<file path="src/rtl/cv32e40s_irq_gen.sv">
// cv32e40s_irq_gen: memory-mapped MSI/MTI interrupt source; define CV32E40S_IRQ_GEN_FIRQ_EN for edge-triggered custom irqs on bits 31:16
module cv32e40s_irq_gen #(
   parameter logic [63:0] MTIMECMP_RST = 64'hFFFF_FFFF_FFFF_FFFF,
   parameter logic [15:0] PRESCALE_RST = 16'd0
) (
   input  logic        clk,
   input  logic        rst_n,
   input  logic        req_i,
   input  logic        we_i,
   input  logic [4:0]  addr_i,
   input  logic [31:0] wdata_i,
   output logic        gnt_o,
   output logic        rvalid_o,
   output logic [31:0] rdata_o,
   output logic        err_o,
   input  logic [15:0] fast_irq_i,
   output logic [31:0] irq_o
);
   logic [2:0]  idx;
   logic        bad_addr;
   logic        wr;
   logic        tick;
   logic [31:0] rdata_c;
   logic        msip_q;
   logic [63:0] mtimecmp_q;
   logic [63:0] mtime_q;
   logic [63:0] mtime_d;
   logic [15:0] prescale_q;
   logic [15:0] pcnt_q;
   logic [15:0] pcnt_d;
   logic        mti_q;
   logic        rvalid_q;
   logic        err_q;
   logic [31:0] rdata_q;
   logic [15:0] firq_pend;

   assign idx   = addr_i[4:2];
   assign gnt_o = req_i;
`ifdef CV32E40S_IRQ_GEN_FIRQ_EN
   assign bad_addr = idx == 3'd7;
`else
   assign bad_addr = idx >= 3'd6;
`endif
   assign wr = req_i & we_i & ~bad_addr;

   // read mux over the register map, sampled at grant time
   always_comb begin
      rdata_c = '0;
      case (idx)
         3'd0:    rdata_c = {31'd0, msip_q};
         3'd1:    rdata_c = mtimecmp_q[31:0];
         3'd2:    rdata_c = mtimecmp_q[63:32];
         3'd3:    rdata_c = mtime_q[31:0];
         3'd4:    rdata_c = mtime_q[63:32];
         3'd5:    rdata_c = {16'd0, prescale_q};
         3'd6:    rdata_c = {16'd0, firq_pend};
         default: rdata_c = '0;
      endcase
   end

   // a written half of mtime overrides the tick; the other half keeps its old value with no carry
   assign tick    = pcnt_q == prescale_q;
   assign mtime_d = (wr && idx == 3'd3) ? {mtime_q[63:32], wdata_i} :
                    (wr && idx == 3'd4) ? {wdata_i, mtime_q[31:0]} :
                    tick ? mtime_q + 64'd1 : mtime_q;
   assign pcnt_d  = ((wr && idx == 3'd5) || tick) ? 16'd0 : pcnt_q + 16'd1;

   // software registers, timer and registered compare
   always_ff @(posedge clk or negedge rst_n) begin
      if (!rst_n) begin
         msip_q     <= 1'b0;
         mtimecmp_q <= MTIMECMP_RST;
         mtime_q    <= '0;
         prescale_q <= PRESCALE_RST;
         pcnt_q     <= '0;
         mti_q      <= 1'b0;
      end else begin
         if (wr && idx == 3'd0) msip_q <= wdata_i[0];
         if (wr && idx == 3'd1) mtimecmp_q[31:0] <= wdata_i;
         if (wr && idx == 3'd2) mtimecmp_q[63:32] <= wdata_i;
         if (wr && idx == 3'd5) prescale_q <= wdata_i[15:0];
         mtime_q <= mtime_d;
         pcnt_q  <= pcnt_d;
         mti_q   <= mtime_q >= mtimecmp_q;
      end
   end

   // bus response one cycle after grant
   always_ff @(posedge clk or negedge rst_n) begin
      if (!rst_n) begin
         rvalid_q <= 1'b0;
         err_q    <= 1'b0;
         rdata_q  <= '0;
      end else begin
         rvalid_q <= req_i;
         err_q    <= req_i & bad_addr;
         rdata_q  <= (req_i && !we_i && !bad_addr) ? rdata_c : '0;
      end
   end

`ifdef CV32E40S_IRQ_GEN_FIRQ_EN
   logic [15:0] sync1_q;
   logic [15:0] sync2_q;
   logic [15:0] prev_q;
   logic [15:0] firq_set;
   logic [15:0] firq_clr;
   logic [1:0]  unused_addr;

   assign firq_set    = sync2_q & ~prev_q;
   assign firq_clr    = (wr && idx == 3'd6) ? wdata_i[15:0] : '0;
   assign unused_addr = addr_i[1:0];

   // synchronise, detect rising edges and latch them; a new edge beats a same-cycle clear
   always_ff @(posedge clk or negedge rst_n) begin
      if (!rst_n) begin
         sync1_q   <= '0;
         sync2_q   <= '0;
         prev_q    <= '0;
         firq_pend <= '0;
      end else begin
         sync1_q   <= fast_irq_i;
         sync2_q   <= sync1_q;
         prev_q    <= sync2_q;
         firq_pend <= (firq_pend & ~firq_clr) | firq_set;
      end
   end
`else
   logic [17:0] unused_in;

   assign unused_in = {fast_irq_i, addr_i[1:0]};
   assign firq_pend = '0;
`endif

   assign rvalid_o = rvalid_q;
   assign err_o    = err_q;
   assign rdata_o  = rdata_q;
   assign irq_o    = {firq_pend, 8'd0, mti_q, 3'd0, msip_q, 3'd0};
endmodule

</file>
<file path="config.mk">
export PLATFORM = sky130hd
export DESIGN_NAME = cv32e40s_irq_gen
export DESIGN_NICKNAME = d
export VERILOG_FILES = /design/src/rtl/cv32e40s_irq_gen.sv
export SDC_FILE = /design/constraint.sdc
export NUM_CORES = 1
export LEC_CHECK = 0
export BUFFER_PORTS_ARGS = -buffer_cell sky130_fd_sc_hd__buf_2
export CAP_MARGIN = 10
export CORE_ASPECT_RATIO = 0.7
export CORE_MARGIN = 2
export CORE_UTILIZATION = 40
export CTS_CLUSTER_SIZE = 8
export DETAILED_ROUTE_END_ITERATION = 10
export GPL_ROUTABILITY_DRIVEN = 0
export PLACE_DENSITY = 0.55
export SLEW_MARGIN = 20
export SYNTH_ARGS = -nofsm -noshare
export SYNTH_HDL_FRONTEND = slang
export SYNTH_SLANG_ARGS = --single-unit
export TNS_END_PERCENT = 1
</file>
<file path="constraint.sdc">
create_clock -name clk -period 3.54 [get_ports clk]
set_input_delay 0.354 -clock clk [delete_from_list [all_inputs] [get_ports clk]]
set_output_delay 0.354 -clock clk [all_outputs]
set_load 0.05 [all_outputs]
</file>
==> run metrics, run 1 <==
Initial DRC Count=789; max_cap viols=0; CTS tree=done; final core utilization=45.2%; worst-path cell chain=nand4_1, nor4_2, nand3_2, or3_1, or4b_1, o211ai_1; Final setup viols=0; IR Drop Worst-Case VDD=around 300 uV; ys flop type=dfrtp_1; fin crit period=2.84 ns; Fin. Hold Viols=0; DR pass1 iterations=5; Clk pin slew, worst setup/hold paths=0.08 ns; DR vias/cell=5.70; warnings from Yosys=0; antenna violations before repair=1; worst-skew pair later-pin latency=~0.47 ns; critical path startpoint=mtime_q[27]; Setup crit start kind=flop; Diodes inserted=0; Pwr Density=571 nW/um2; standard-cell rows=52; CTS resizes=0; Synth Cell Area=11700 um2; Root Buffer=clkbuf_16; Initial Utilization=40.6%; fin. max-slew vios=0; critical path's slowest cell=or3_1; Relative slew margins=41.3%; WP buf/inv=0; Post-Route WL=35000 um; Leak=0.00568 uW; cts hold-fix bufs=0; Layout area overhead=11.2%; Final #Nets=1449; Mapped Cells=roughly 1300; post-synth cell types=71; die width=209 um; Vias=9792; async set or reset register ratio after synthesis=100%; status=complete, no violations; Hold WC Path Type=in -> async; cell family with most CP delay=simple AND/OR/NAND/NOR gates; R2R setup slack=0.70 ns; Sum Neg Setup Slack=0 ns; measured slew at the worst slew-check pin=0.880 ns; Top Ports=approximately 120; die area=about 31000 um2; Total Routing Usage GR=23.7%; total power=approximately 7500 uW; die height=147 um; Post-DP HPWL=25200 um; RSZ-0062 raised after global routing=false; DR WL/cell=about 20 um; achievable clock frequency=353 MHz; largest net degree at the start of global routing=around 100; CTS HTree Levels=4; worst setup path end=mtime_q[51]; Core ar.=28900 um2; DRC viols=0; Routed Antenna Nets=0; Max stage delay on crit path=~0.58 ns; skew final=~0.0094 ns; Critical Path Fanout Max=13; Critical Path End Type=flop; vias in the first global route=9239; worst flop-to-flop path startpoint=mtime_q[27]; Post-DP Area=about 12000 um2; Port Buffers=75; post-route cell area=about 13000 um2; Max Root-Sink Buffers=2; Crit. path cell count=6; Remaining Overflow, GRT=0; #FFs+latches synth=approximately 200; Worst Path Arrival=3.22 ns; CTS sink count=196; Period Utilization, post-route=80.1%; RR Endpoint=mtime_q[51]; critical path class=reg -> reg; sequential area share after synthesis=a little over two fifths; first-pass GRT wire length=55400 um; fraction of layout cells with a size suffix above 1=18.4%; worst-case reg-to-reg path depth=6; EDFF count, synth=0; Num CTS Buffers=17; mean post-synth cell area=9.19 um2; # Post-CTS Setup Buffers=0; critical path required time=between 3 and 4 ns
per-stage QoR:
step / setup WS [ns] / hold slack (ns) / std cells
finish: 0.703 / 0.0117 / 1717
global route: 0.511 / 0.0643 / 1717
CTS: 0.743 / 0.0376 / 1717
detailed placement: 0.757 / 0.505 / 1685
global placement: 0.816 / 0.502 / 1685
floorplan: 1.25 / 0.0584 / 1307
how the worst min path moves through the flow:
stage | end | slack [ns] | start | depth (start not counted)
after floorplan | err_o | 0.06 | rst_n | 0
after global placement | mtimecmp_q[14] | 0.50 | mtimecmp_q[14] | 2
after detailed placement | mtimecmp_q[22] | 0.51 | mtimecmp_q[22] | 2
after CTS | mtime_q[29] | 0.04 | rst_n | 1
after global routing | rdata_o[29] | 0.06 | rst_n | 1
final | rdata_o[29] | 0.01 | rst_n | 1
kinds of logic after synthesis:
family | after synthesis | synth area share [%]
xor gates and xnor gates | 48 | 3.58
other | 1 | 0.0319
muxes | 43 | 3.88
buffers and inverters | 176 | 6.85
adders and majority gates | 66 | 7.03
DFF | 196 | 42.5
AOI/OAI and AO/OA | 324 | 17.0
and+or+nand+nor | 424 | 19.2
Yosys cell counts (5+ instances only):
master / n / area [um2]
inv_1: 71 / 267
nand4_1: 34 / 213
dfstp_2: 64 / 1680
xnor2_1: 16 / 140
clkbuf_1: 55 / 206
o22ai_1: 6 / 37.5
or3_1: 18 / 113
a22oi_1: 51 / 383
and3_1: 18 / 113
a21o_1: 12 / 90.1
a211oi_1: 6 / 45.0
ha_1: 66 / 826
mux2i_1: 23 / 230
mux2_2: 20 / 225
buf_4: 33 / 248
nor4_4: 5 / 106
o21ai_0: 103 / 515
buf_2: 8 / 40.0
or4_1: 5 / 37.5
buf_1: 6 / 22.5
nand3_1: 45 / 225
nor4_1: 23 / 144
a21oi_1: 86 / 430
nand2_1: 138 / 518
and2_1: 8 / 50.1
and4_1: 12 / 105
dfrtp_1: 132 / 3300
xor2_1: 32 / 280
a31oi_1: 13 / 81.3
nor2_1: 77 / 289
nor3_1: 13 / 65.1
o31ai_1: 5 / 37.5
placed cells by master, fill, tap and decap left out, drive strengths merged, types with 35 or more instances in the layout:
cell and instances:
buf 104, dfstp 64, nor2 77, nand3 47
dfrtp 132, nand4 35, o21ai 103, nand2 138
ha 66, a21oi 86, inv 76, a22oi 51
layer usage:
metal | global-route usage [%] | vias to the layer above | part of all wire (%)
met3 | 5.02 | 39 | 6.4
met4 | 6.93 | 0 | 1.6
met5 | 0 | - | 0
met1 | 38.0 | 4779 | 53
met2 | 31.2 | 306 | 39
li1 | - | 4668 | -
state kept, by name, indices dropped and copies added, names as in the netlist:
name and count:
err_o 1, msip_q 1, mti_q 1, mtime_q 64
mtimecmp_q 64, pcnt_q 16, prescale_q 16, rdata_o 32
rvalid_o 1
cell type report:
type	count	area, um2
Tap cell	378	473
Timing Repair Buffer	105	659
Sequential cell	196	4980
Clock buffer	19	433
Clock inverter	13	149
Fill cell	2803	15800
Multi-Input combinational cell	935	6090
Inverter	71	267
where the power goes:
part | switching (uW) | total [uW] | leakage [uW] | internal (uW)
combinational | 1280 | 2110 | 0.00309 | 830
clock | 945 | 2000 | 0.000275 | 1050
sequential | 539 | 3350 | 0.00232 | 2820
(Power assumes the default switching activity.)
==> run 2: changes to the inputs <==
==> constraint.sdc (replaced) <==
create_clock -name clk -period 2.8 [get_ports clk]
set_input_delay 0.28 -clock clk [delete_from_list [all_inputs] [get_ports clk]]
set_output_delay 0.28 -clock clk [all_outputs]
set_load 0.05 [all_outputs]
==> run 2 against run 1 <==
  * Via count increased by 0.92%
  * Clock skew up 0.0074 ns
  * Final area increased by 2.5%
  * Combinational power grew 37%
  * Final cell count grew 2.4%
  * Hold slack improved by 0.019 ns
  * Clock power is 27% higher
  * Count of clock-buffer cells in the layout down 1
  * Utilization increased by 1.1 points
  * Power grew 28%
  * Wire length increased by 1.3%
  * Largest cell class unchanged
  * Largest power group unchanged
==> run metrics, run 2 (synthesis gave the netlist of run 1 again) <==
status=complete, no violations (unchanged); Initial Utilization=40.6% (unchanged); Relative slew margins=40.5% (was 41.3%); R2R setup slack=0.20 ns (was 0.70 ns); vias in the first global route=9339 (was 9239); worst-case reg-to-reg path depth=7 (was 6); RSZ-0062 raised after global routing=false (unchanged); die width=209 um (unchanged); Layout area overhead=14.0% (was 11.2%); Final #Nets=1491 (was 1449); CTS sink count=196 (unchanged); skew final=0.0167 ns (was 0.00936 ns); Num CTS Buffers=17 (unchanged); DR vias/cell=5.62 (was 5.70); Port Buffers=75 (unchanged); Initial DRC Count=1049 (was 789); CTS HTree Levels=4 (unchanged); Post-DP HPWL=26100 um (was 25200 um); Max Root-Sink Buffers=2 (unchanged); total power=9560 uW (was 7460 uW); final core utilization=46.4% (was 45.2%); critical path class=reg -> reg (unchanged); Leak=0.00589 uW (was 0.00568 uW); worst-path cell chain=xor2_1, nor4_4, nand4_4, buf_4, or3_1, nor4_1, nor3_1 (was nand4_1, nor4_2, nand3_2, or3_1, or4b_1, o211ai_1); DRC viols=0 (unchanged); Diodes inserted=0 (unchanged); post-route cell area=13400 um2 (was 13100 um2); DR WL/cell=20.2 um (was 20.4 um); Worst Path Arrival=2.96 ns (was 3.22 ns); CTS resizes=0 (unchanged); commonest cells after routing, fill and taps aside=nand2_1 (138), dfrtp_1 (132), o21ai_0 (103) (unchanged); RR Endpoint=mtime_q[50] (was mtime_q[51]); standard-cell rows=52 (unchanged); worst setup path end=mtime_q[50] (was mtime_q[51]); fin crit period=2.60 ns (was 2.84 ns); fin. max-slew vios=0 (unchanged); first-pass GRT wire length=55800 um (was 55400 um); critical path's slowest cell=or3_1 (unchanged); die height=147 um (unchanged); WP buf/inv=1 (was 0); max_cap viols=0 (unchanged); largest net degree at the start of global routing=80 (was 104); Critical Path End Type=flop (unchanged); Critical Path Fanout Max=23 (was 13); # Post-CTS Setup Buffers=0 (unchanged); Root Buffer=clkbuf_16 (unchanged); Routed Antenna Nets=0 (unchanged); IR Drop Worst-Case VDD=333 uV (was 298 uV); Period Utilization, post-route=93.0% (was 80.1%); antenna violations before repair=1 (unchanged); Total Routing Usage GR=23.8% (was 23.7%); Crit. path cell count=7 (was 6); register area=4980 um2 (unchanged); die area=30800 um2 (unchanged); Max stage delay on crit path=0.53 ns (was 0.58 ns); DR pass1 iterations=6 (was 5); Core ar.=28900 um2 (unchanged); CTS tree=done (unchanged); Final setup viols=0 (unchanged); Clk pin slew, worst setup/hold paths=0.08 ns (about the same); fraction of layout cells with a size suffix above 1=21.0% (was 18.4%); critical path required time=3.15 ns (was 3.92 ns); Setup crit start kind=flop (unchanged); achievable clock frequency=384 MHz (was 353 MHz); Vias=9882 (was 9792); Post-DP Area=12800 um2 (was 12500 um2); Top Ports=124 (unchanged); Sum Neg Setup Slack=0 ns (unchanged); Filler Cell Count=2863 (was 2803); critical path startpoint=pcnt_q[5] (was mtime_q[27]); Post-Route WL=35500 um (was 35000 um); commonest non-fill, non-tap cell in the layout=nand2_1 (unchanged); Hold WC Path Type=in -> reg (was in -> async); Remaining Overflow, GRT=0 (unchanged); area of the multi-input gates=6090 um2 (unchanged); cell family with most CP delay=simple AND/OR/NAND/NOR gates (unchanged); worst-skew pair later-pin latency=0.47 ns (about the same); worst flop-to-flop path startpoint=pcnt_q[5] (was mtime_q[27]); Fin. Hold Viols=0 (unchanged); Pwr Density=714 nW/um2 (was 571 nW/um2); measured slew at the worst slew-check pin=0.884 ns (was 0.880 ns)
-- run 2: cell count changes in the layout (fill, tap and decap cells not counted) --
cell,previous run,this run
buf_12,4,5
bufinv_16,2,1
clkinvlp_4,3,0
clkbuf_8,1,2
buf_4,26,66
inv_8,0,1
dlygate4sd3_1,0,1
clkinv_4,2,6
clkbuf_1,2,0
-- run 2: layout make-up --
class	count	share of cell area [%]
multi-input cells	935	45.5
flip-flops and latches	196	37.2
repair buffers	147	7.39
well taps	378	3.53
clock buffers	18	3.28
inverters	71	1.99
clock inverters	14	1.07
-- run 2: repair_timing --
| action | 4_1_cts | 5_1_grt |
|---|---|---|
| hold buffers | 1 | 0 |
| endpoints found under the setup margin | 0 | 0 |
| endpoints found under the hold margin | 51 | 0 |
-- run 2: worst min-delay path by stage --
stage | startpoint | endpoint | depth (start not counted) | slack [ns]
2_1_floorplan | rst_n | err_o | 0 | -0.02
3_3_place_gp | rst_n | rdata_o[29] | 1 | 0.38
3_5_place_dp | rst_n | rdata_o[29] | 1 | 0.39
4_1_cts | req_i | rvalid_o | 1 | 0.007
5_1_grt | req_i | rvalid_o | 1 | 0.02
6_report | req_i | rvalid_o | 1 | 0.03
-- run 2: worst register-to-register path: cells and delay by family, from the launching register on --
kind	cells	cell delay (ns)
AND/OR/NAND/NOR	5	1.57
flip-flops	1	0.41
buffers and inverters	1	0.26
XOR/XNOR	1	0.24
-- run 2: per-layer routing --
layer,GRT usage (%),vias up,routed length [um]
met4,6.64,4,457
li1,-,4745,-
met2,31.3,303,13800
met1,37.8,4798,18800
met5,1.88,-,87
met3,5.37,32,2330
-- run 2: metrics by stage --
step                      hold slack, ns  setup slack [ns]  instances
final                             0.0310             0.196       1759
after floorplan                  -0.0156             0.512       1307
after CTS                        0.00744             0.244       1759
after global routing              0.0213            0.0791       1759
after detailed placement           0.386             0.269       1726
after global placement             0.380             0.279       1726
-- run 2: where the power goes --
group          switching [uW]  total [uW]  internal (uW)
logic                    1750        2900           1160
registers                 569        4130           3560
clock network            1250        2530           1280
total                    3570        9560           6000
==> run 3: changes to the inputs <==
--- a/config.mk
+++ b/config.mk
@@ -5,6 +5,7 @@
 export SDC_FILE = /design/constraint.sdc
 export NUM_CORES = 1
 export LEC_CHECK = 0
+export ABC_AREA = 1
 export BUFFER_PORTS_ARGS = -buffer_cell sky130_fd_sc_hd__buf_2
 export CAP_MARGIN = 10
 export CORE_ASPECT_RATIO = 0.7
@@ -13,7 +14,7 @@
 export CTS_CLUSTER_SIZE = 8
 export DETAILED_ROUTE_END_ITERATION = 10
 export GPL_ROUTABILITY_DRIVEN = 0
-export PLACE_DENSITY = 0.55
+export PLACE_DENSITY = 0.54
 export SLEW_MARGIN = 20
 export SYNTH_ARGS = -nofsm -noshare
 export SYNTH_HDL_FRONTEND = slang
==> run 3 against run 2 <==
  * Wire length increased by 39%
  * Final area rose by 9.9%
  * Critical path type unchanged
  * Combinational power increased by 56%
  * First-iteration DRC count grew 47%
  * Hold slack better by 0.042 ns
  * Highest routed layer unchanged
  * Utilization is 1.1 points lower
==> run metrics, run 3 <==
status=complete, no violations (unchanged); Num CTS Buffers=17 (unchanged); worst flop-to-flop path startpoint=mtime_q[18] (was pcnt_q[5]); DR vias/cell=5.42 (was 5.62); Layout area overhead=10.5% (was 14.0%); Vias=13000 (was 9882); IR Drop Worst-Case VDD=467 uV (was 333 uV); min-delay src=wdata_i[1] (was req_i); top cells by area, synth=dfrtp_1 (25%), nand2_1 (17%), dfstp_2 (13%) (was dfrtp_1 (28%), dfstp_2 (14%), ha_1 (7.0%)); max_cap viols=0 (unchanged); Diodes inserted=0 (unchanged); Critical Path Fanout Max=7 (was 23); Post-DP HPWL=38200 um (was 26100 um); antenna violations before repair=1 (unchanged); most used cell, CP=nand2_1; Post-Route WL=49500 um (was 35500 um); die height=157 um (was 147 um); share of the synthesized area in the top cell type=24.8% (was 28.1%); commonest cells after routing, fill and taps aside=nand2_1 (589), inv_1 (216), nor2_1 (199) (was nand2_1 (138), dfrtp_1 (132), o21ai_0 (103)); Synth Area in XOR/XNOR=1.05% (was 3.58%); Root Buffer=clkbuf_16 (unchanged); Pwr Density=812 nW/um2 (was 714 nW/um2); largest net degree at the start of global routing=68 (was 80); worst min-delay path endpoint=mtime_q[1] (was rvalid_o); worst-case reg-to-reg path depth=10 (was 7); sequential area share after synthesis=37.4% (was 42.5%); CTS sink count=196 (unchanged); Hold WC Path Type=in -> reg (unchanged); CTS resizes=0 (unchanged); Leak=0.00709 uW (was 0.00589 uW); measured slew at the worst slew-check pin=0.715 ns (was 0.884 ns); Routed Antenna Nets=0 (unchanged); Simple-Gate Fraction of Synth Area=32.1% (was 19.2%); Post-synth top cells=nand2_1 (591), inv_1 (216), nor2_1 (199) (was nand2_1 (138), dfrtp_1 (132), o21ai_0 (103)); skew final=0.0149 ns (was 0.0167 ns); standard-cell rows=55 (was 52); Synth Cell Area=13300 um2 (was 11700 um2); Synth Area in Compound Gates=12.1% (was 17.0%); area share of fa/ha/maj cells after synthesis=6.20% (was 7.03%); DRC viols=0 (unchanged); post-route cell area=14700 um2 (was 13400 um2); dominant cell type by area after synthesis=dfrtp_1 (unchanged); fin. max-slew vios=0 (unchanged); DR WL/cell=20.6 um (was 20.2 um); Hold WS=0.0730 ns (was 0.0310 ns); fraction of layout cells with a size suffix above 1=13.8% (was 21.0%); critical path class=reg -> reg (unchanged); Port Buffers=75 (unchanged); Final #Nets=2088 (was 1491); Sum Neg Setup Slack=0 ns (unchanged); fin crit period=2.44 ns (was 2.60 ns); mux share of post-synthesis cell area=0% (was 3.88%); Final setup viols=0 (unchanged); cell family with most CP delay=simple AND/OR/NAND/NOR gates (unchanged); Worst Path Arrival=2.85 ns (was 2.96 ns); Setup crit start kind=flop (unchanged); die area=34800 um2 (was 30800 um2); # Post-CTS Setup Buffers=0 (unchanged); async set or reset register ratio after synthesis=100% (unchanged); vias in the first global route=12000 (was 9339); Initial Utilization=40.9% (was 40.6%); Period Utilization, post-route=87.0% (was 93.0%); Top Ports=124 (unchanged); Core ar.=32600 um2 (was 28900 um2); commonest non-fill, non-tap cell in the layout=nand2_1 (unchanged); EDFF count, synth=0 (unchanged); first-pass GRT wire length=74800 um (was 55800 um); Remaining Overflow, GRT=0 (unchanged); total power=11900 uW (was 9560 uW); worst-path cell chain=nand2_1, nor2_1, nand2_1, nor2_1, nand2_1, nor2_1, nand3_1, nand3_1, nand2_1, nand2_1 (was xor2_1, nor4_4, nand4_4, buf_4, or3_1, nor4_1, nor3_1); ys flop type=dfrtp_1 (unchanged); Max stage delay on crit path=0.53 ns (about the same); hold depth=3 (was 1); RR Endpoint=mtime_q[54] (was mtime_q[50]); Clk pin slew, worst setup/hold paths=0.08 ns (about the same); Relative slew margins=52.2% (was 40.5%); final core utilization=45.2% (was 46.4%); CTS HTree Levels=4 (unchanged); Critical Path End Type=flop (unchanged); WP buf/inv=0 (was 1); #FFs+latches synth=196 (unchanged); worst-skew pair later-pin latency=0.47 ns (about the same); CTS tree=done (unchanged); top-count cell post-synth=nand2_1 (unchanged); Post-DP Area=14100 um2 (was 12800 um2); Mapped Cells=1893 (was 1278); RSZ-0062 raised after global routing=false (unchanged); DR pass1 iterations=6 (unchanged); Initial DRC Count=1540 (was 1049); achievable clock frequency=410 MHz (was 384 MHz); critical path's slowest cell=dfrtp_1 (was or3_1); mean post-synth cell area=7.04 um2 (was 9.19 um2); post-synth cell types=48 (was 71); R2R setup slack=0.36 ns (was 0.20 ns); critical path required time=3.21 ns (was 3.15 ns); main combinational cell family by area after synthesis=simple AND/OR/NAND/NOR gates (unchanged); warnings from Yosys=0 (unchanged); die width=222 um (was 209 um); Max Root-Sink Buffers=2 (unchanged); Total Routing Usage GR=29.0% (was 23.8%); Fin. Hold Viols=0 (unchanged)
run 3: changes by cell type after synthesis, moves of 38 or more:
cell,change
nand3_1,+54
a22oi_1,-51
nor2_1,+122
nand2_1,+453
inv_1,+145
o22ai_1,+38
run 3: kinds of logic (layout without fill, tap and decap cells):
kind of cell             Yosys count  count (layout)
flip-flops                       196             196
AO/OA/AOI/OAI                    289             289
buffers and inverters            327             383
AND/OR/NAND/NOR                  998             998
other                              1              30
adder cells (fa/ha/maj)           66              66
XOR/XNOR                          16              16
run 3: per-layer routing:
metal	vias to the layer above	track usage, %	routed length, um
met2	592	39.2	19300
li1	6161	-	-
met1	6223	43.9	23800
met4	2	6.92	803
met3	64	9.28	5550
met5	-	0	10
run 3: how the worst max path moves through the flow:
stage	start	endpoint	slack (ns)	cells past startpoint
floorplan	mtime_q[0]	mtime_q[48]	1.08	11
global placement	mtime_q[1]	mtime_q[52]	0.52	10
detailed placement	mtime_q[18]	mtime_q[59]	0.51	10
CTS	mtime_q[18]	mtime_q[59]	0.47	10
global route	mtime_q[18]	mtime_q[46]	0.17	10
finish	mtime_q[18]	mtime_q[54]	0.36	10
run 3: tightest hold or removal path: stages:
cell and delay, ns:
buf_2 0.10, nand2_1 0.06, nand3_1 0.08
run 3: layout make-up:
class / instances / area [um2]
Clock inverter: 13 / 140
Clock buffer: 19 / 443
Multi-Input combinational cell: 1399 / 6970
Fill cell: 3403 / 17800
Sequential cell: 196 / 4980
Timing Repair Buffer: 120 / 764
Tap cell: 427 / 534
Inverter: 231 / 877
run 3: metrics by stage:
step,instances,setup WS (ns)
6_report,2405,0.363
5_1_grt,2405,0.174
4_1_cts,2405,0.474
3_5_place_dp,2371,0.506
3_3_place_gp,2371,0.522
2_1_floorplan,1922,1.08
run 3: what timing repair did:
| action | 4_1_cts | 5_1_grt |
|---|---|---|
| hold buffers | 2 | 0 |
| setup endpoints to repair | 0 | 0 |
| hold endpoints to repair | 48 | 0 |
run 3: power by group:
part           total (uW)  internal [uW]  leakage, uW  switching (uW)
clock network        2540           1280     0.000284            1260
logic                4520           1650      0.00441            2870
registers            4880           3700      0.00240            1190
total               11900           6630      0.00709            5310
